===== src/rtl/mem_arb_pkg.sv =====
// rtl/mem_arb_pkg.sv - shared types for the CPU memory arbiter
package mem_arb_pkg;

  localparam int DATA_W = 16;

  typedef enum logic [1:0] {
    OWN_NONE = 2'd0,
    OWN_IF   = 2'd1,
    OWN_D    = 2'd2
  } owner_t;

  typedef logic [1:0] byte_en_t;

endpackage


===== src/rtl/mem_arb_starve_ctr.sv =====
// rtl/mem_arb_starve_ctr.sv - saturating fetch-denial counter; o_sat high once MAX denials are counted
module mem_arb_starve_ctr #(
  parameter int MAX = 4
) (
  input  logic clk,
  input  logic rst,
  input  logic i_inc,
  input  logic i_clr,
  output logic o_sat
);

  localparam int CW = $clog2(MAX + 1);
  localparam logic [CW-1:0] MAX_V = CW'(MAX);

  logic [CW-1:0] r_cnt;

  always_ff @(posedge clk or negedge rst) begin
    if (!rst) begin
      r_cnt <= '0;
    end else if (i_clr) begin
      r_cnt <= '0;
    end else if (i_inc && (r_cnt != MAX_V)) begin
      r_cnt <= r_cnt + CW'(1);
    end
  end

  assign o_sat = (r_cnt == MAX_V);

endmodule


===== src/rtl/mem_arbiter.sv =====
// rtl/mem_arbiter.sv - fetch/data arbiter for the shared 16-bit memory
// Optional ROUND_ROBIN_EN: alternating priority instead of data priority with starvation guard.
module mem_arbiter
  import mem_arb_pkg::*;
#(
  parameter int MEM_DEPTH  = 8192,
  parameter int ADDR_WIDTH = $clog2(MEM_DEPTH),
  parameter int STARVE_MAX = 4
) (
  input  logic                  clk,
  input  logic                  rst,
  input  logic                  if_req,
  input  logic [ADDR_WIDTH-1:0] if_addr,
  output logic                  if_gnt,
  output logic                  if_rvalid,
  output logic [DATA_W-1:0]     if_rdata,
  input  logic                  d_req,
  input  byte_en_t              d_we,
  input  logic [ADDR_WIDTH-1:0] d_addr,
  input  logic [DATA_W-1:0]     d_wdata,
  output logic                  d_gnt,
  output logic                  d_rvalid,
  output logic [DATA_W-1:0]     d_rdata,
  output logic                  mem_en,
  output logic                  mem_rd_en,
  output byte_en_t              mem_wr_en,
  output logic [ADDR_WIDTH-1:0] mem_addr,
  output logic [DATA_W-1:0]     mem_din,
  input  logic [DATA_W-1:0]     mem_dout
);

  owner_t r_owner;
  logic   w_if_pick;
  logic   w_d_read;

`ifdef ROUND_ROBIN_EN
  logic r_last_d;

  // On contention the requester that did not win last time goes first.
  assign w_if_pick = if_req && (!d_req || r_last_d);

  always_ff @(posedge clk or negedge rst) begin
    if (!rst) begin
      r_last_d <= 1'b1;
    end else if (if_gnt) begin
      r_last_d <= 1'b0;
    end else if (d_gnt) begin
      r_last_d <= 1'b1;
    end
  end
`else
  logic w_starved;

  mem_arb_starve_ctr #(
    .MAX (STARVE_MAX)
  ) u_starve (
    .clk   (clk),
    .rst   (rst),
    .i_inc (if_req && !if_gnt),
    .i_clr (if_gnt || !if_req),
    .o_sat (w_starved)
  );

  assign w_if_pick = if_req && (!d_req || w_starved);
`endif

  assign if_gnt   = w_if_pick;
  assign d_gnt    = d_req && !w_if_pick;
  assign w_d_read = d_gnt && (d_we == 2'b00);

  always_comb begin
    mem_en    = 1'b0;
    mem_rd_en = 1'b0;
    mem_wr_en = 2'b00;
    mem_addr  = '0;
    mem_din   = '0;
    if (if_gnt) begin
      mem_en    = 1'b1;
      mem_rd_en = 1'b1;
      mem_addr  = if_addr;
    end else if (d_gnt) begin
      mem_en    = 1'b1;
      mem_rd_en = (d_we == 2'b00);
      mem_wr_en = d_we;
      mem_addr  = d_addr;
      mem_din   = d_wdata;
    end
  end

  // Owner marks whose read data appears on mem_dout in the next cycle; writes return nothing.
  always_ff @(posedge clk or negedge rst) begin
    if (!rst) begin
      r_owner <= OWN_NONE;
    end else if (if_gnt) begin
      r_owner <= OWN_IF;
    end else if (w_d_read) begin
      r_owner <= OWN_D;
    end else begin
      r_owner <= OWN_NONE;
    end
  end

  assign if_rvalid = (r_owner == OWN_IF);
  assign d_rvalid  = (r_owner == OWN_D);
  assign if_rdata  = mem_dout;
  assign d_rdata   = mem_dout;

endmodule


===== config.mk =====
export PLATFORM = sky130hd
export DESIGN_NAME = mem_arbiter
export DESIGN_NICKNAME = d
export VERILOG_FILES = /design/src/rtl/mem_arb_pkg.sv /design/src/rtl/mem_arb_starve_ctr.sv /design/src/rtl/mem_arbiter.sv
export SDC_FILE = /design/constraint.sdc
export NUM_CORES = 1
export LEC_CHECK = 0
export ABC_AREA = 1
export BUFFER_PORTS_ARGS = -buffer_cell sky130_fd_sc_hd__buf_2
export CELL_PAD_IN_SITES_DETAIL_PLACEMENT = 0
export CELL_PAD_IN_SITES_GLOBAL_PLACEMENT = 1
export CORE_MARGIN = 2
export CORE_UTILIZATION = 15
export DETAILED_ROUTE_END_ITERATION = 8
export GPL_TIMING_DRIVEN = 0
export PLACE_DENSITY = 0.75
export SETUP_SLACK_MARGIN = 0.2
export SLEW_MARGIN = 20
export SYNTH_ARGS = -nofsm -noshare
export SYNTH_HDL_FRONTEND = slang
export SYNTH_HIERARCHICAL = 1
export SYNTH_SLANG_ARGS = --single-unit

===== constraint.sdc =====
create_clock -name clk -period 1.44 [get_ports clk]
set_clock_uncertainty 0.05 [all_clocks]
set_input_delay 0.072 -clock clk [delete_from_list [all_inputs] [get_ports clk]]
set_output_delay 0.072 -clock clk [all_outputs]
set_load 0.05 [all_outputs]

==> qor.yml <==
arrival_ns: 1.70
synth_top_area_share_pct: 26.5
slew_headroom_pct: 68.0
start_util_pct: 15.7
row_count: 28
grt_antenna_before_repair: 0
drt-total-wl_um: 3900
drtIter0Drc: 13
synth.net_count: 224
layout_commonest_cell: "buf_2"
drc_errors: 0
dieHeight_um: 82.9
fin_crit_sh_pct: 126
via_count: 1422
drt_pass1_iterations: 2
layout.nets: 371
path_max_fanout: 5
max_stage_delay_ns: 0.36
pwr_density_cell_nw_per_um2: 547
worst_slew_pin_slew_ns: 0.480
hpwl_um: 2790
grt_max_degree: 11
post_dp_cell_area_um2: 1970
drive_above_1_share_pct: 86.2
place_ws_ns: -0.398
ys_top_cells_by_area: "buf_4 (27%), nand2_1 (18%), dfrtp_1 (13%)"
insertedDiodeCount: 0
setup_viol: 37
crit_slowest_cell: "dfrtp_1"
worstHoldPathType: "input port to flip-flop"
hold_viol: 0
synth_area_per_cell_um2: 5.91
p_leak_nw: 1.41
die-area_um2: 6870
avgViaCountPerCell: 3.75
final_cell_mix: "buf_2 (83), buf_4 (47), buf_8 (32)"
violations: "setup timing"
core_um2: 5960
insertion_delay_ns: 0.22
gp_congestion: 0.741
io_buffers: 115
maxCapViolCount: 0
clock.fmax_ghz: 0.549
track_usage_pct: 10.9
crit_buf_inv: 6
cts_tree: "built"
cts_root_buf: "clkbuf_8"
endpoint_kind: "output pin"
h-tree-depth: 1
ys_ff_latch: 5
clk_pin_slew_ns: 0.04
grt_setup_unrepaired: "yes"
grt_pass1_wl_um: 6440
fin_ws_ns: -0.381
cts_buffers: 3
area_delta_synth_final_pct: 199
overflow: 0
cts_sinks: 5
drtAntennaViolNets: 0
postSynthCellCount: 158
critPathTopFamily: "buffers and inverters"
final_design_area_no_fill_um2: 2790
yosysWarnings: 6
wl_per_cell_um: 10.3
fin_crit_ns: 1.82
cp.required_ns: 1.32
chipWidth_um: 82.9
io_pins: 133
yosysSeqAreaShare_pct: 13.4
crit_type: "flip-flop to output pin"
start_kind: "flip-flop"
drv_slew: 0
netlist_area_um2: 933
yosysTopAreaCell: "buf_4"
peakVddDrop_mv: 0.333
outcome: "complete, but fails checks"
worstPathCellList: "inv_2, ha_4, nand2_4, inv_4, a21oi_4, buf_6, buf_12, clkbuf_16, buf_2"
clk_path_buf_depth: 2
ys_types: 13
grt_pass1_vias: 1502
synthesized netlist by cell type, drive strengths merged:
cell type	count
inv	32
nand4	2
buf	38
a21oi	1
nand2	56
dfrtp	5
nand3	15
ha	2
nor2	7
report_power, final:
part / leakage, nW / internal, mW / total, mW / switching [mW]
registers: 0.0679 / 0.145 / 0.147 / 0.00210
clock network: 0.0228 / 0.190 / 0.254 / 0.0648
logic: 1.32 / 0.457 / 1.12 / 0.668
total: 1.41 / 0.792 / 1.53 / 0.734
layer usage:
layer  routed length, um  global-route usage [%]
met1                1250                    11.0
met2                2380                    22.9
met3                 272                    2.49
met4                   0                    1.19
met5                   0                       0
registers in the layout, summed over array words and instances (netlist names):
signal	count
u_starve/r_cnt	3
r_owner	2
worst paths after layout:
| check | startpoint | endpoint | slack (ns) | cells past startpoint |
|---|---|---|---|---|
| max | u_starve/r_cnt[0] | d_gnt | -0.38 | 9 |
| min | d_we[1] | r_owner[1] | 0.09 | 4 |
| max reg2reg | u_starve/r_cnt[0] | u_starve/r_cnt[2] | -0.29 | 15 |
| min reg2reg | u_starve/r_cnt[2] | u_starve/r_cnt[2] | 0.54 | 2 |
| max in group asynchronous | rst | u_starve/r_cnt[0] | 1.05 | 2 |
| min in group asynchronous | rst | r_owner[0] | 0.16 | 2 |
cell type report:
type / instances / area [um^2]
Buffer: 38 / 332
Clock buffer: 4 / 45.0
Fill cell: 575 / 3170
Inverter: 32 / 198
Multi-Input combinational cell: 83 / 787
Sequential cell: 5 / 125
Tap cell: 75 / 93.8
Timing Repair Buffer: 142 / 1210
per-stage QoR:
step | power (mW) | TNS, ns | cells | hold WS [ns] | utilization [%]
4_1_cts | 1.51 | -12.24 | 373 | 0.100 | 44.7
2_1_floorplan | 0.825 | -1.36 | 158 | -0.274 | -
3_5_place_dp | 1.01 | -11.18 | 348 | -0.159 | 33.2
5_1_grt | 1.60 | -14.66 | 379 | 0.112 | 46.8
3_3_place_gp | 1.01 | -10.83 | 348 | -0.163 | 33.2
6_report | 1.53 | -11.56 | 379 | 0.0940 | 46.8
logic make-up after synthesis:
| group | count (synthesis) | share of synthesized area, % |
|---|---|---|
| simple gates | 80 | 37.4 |
| buf+inv | 70 | 44.8 |
| flops | 5 | 13.4 |
| fa+ha+maj | 2 | 2.68 |
| compound gates | 1 | 1.74 |
worst reg2reg max path, stage by stage, from the launching register on:
cell	delay (ns)
dfrtp_1	0.36
inv_2	0.06
ha_4	0.16
nand2_4	0.07
inv_4	0.04
inv_2	0.05
nand2_4	0.07
buf_6	0.12
buf_6	0.11
buf_6	0.11
nor2_4	0.17
nand2_2	0.07
inv_2	0.05
nand2_1	0.04
nand2_1	0.05
nor2_1	0.03
repair_timing:
item                                    4_1_cts  5_1_grt
pin swaps                                     9        5
hold buffers                                  1        0
buffers inserted                             18        5
endpoints found under the hold margin         5        0
resized for setup                           122       16
cloned                                        2        1
endpoints found under the setup margin       39       39
Note: power is estimated with default switching activity, not from simulation.
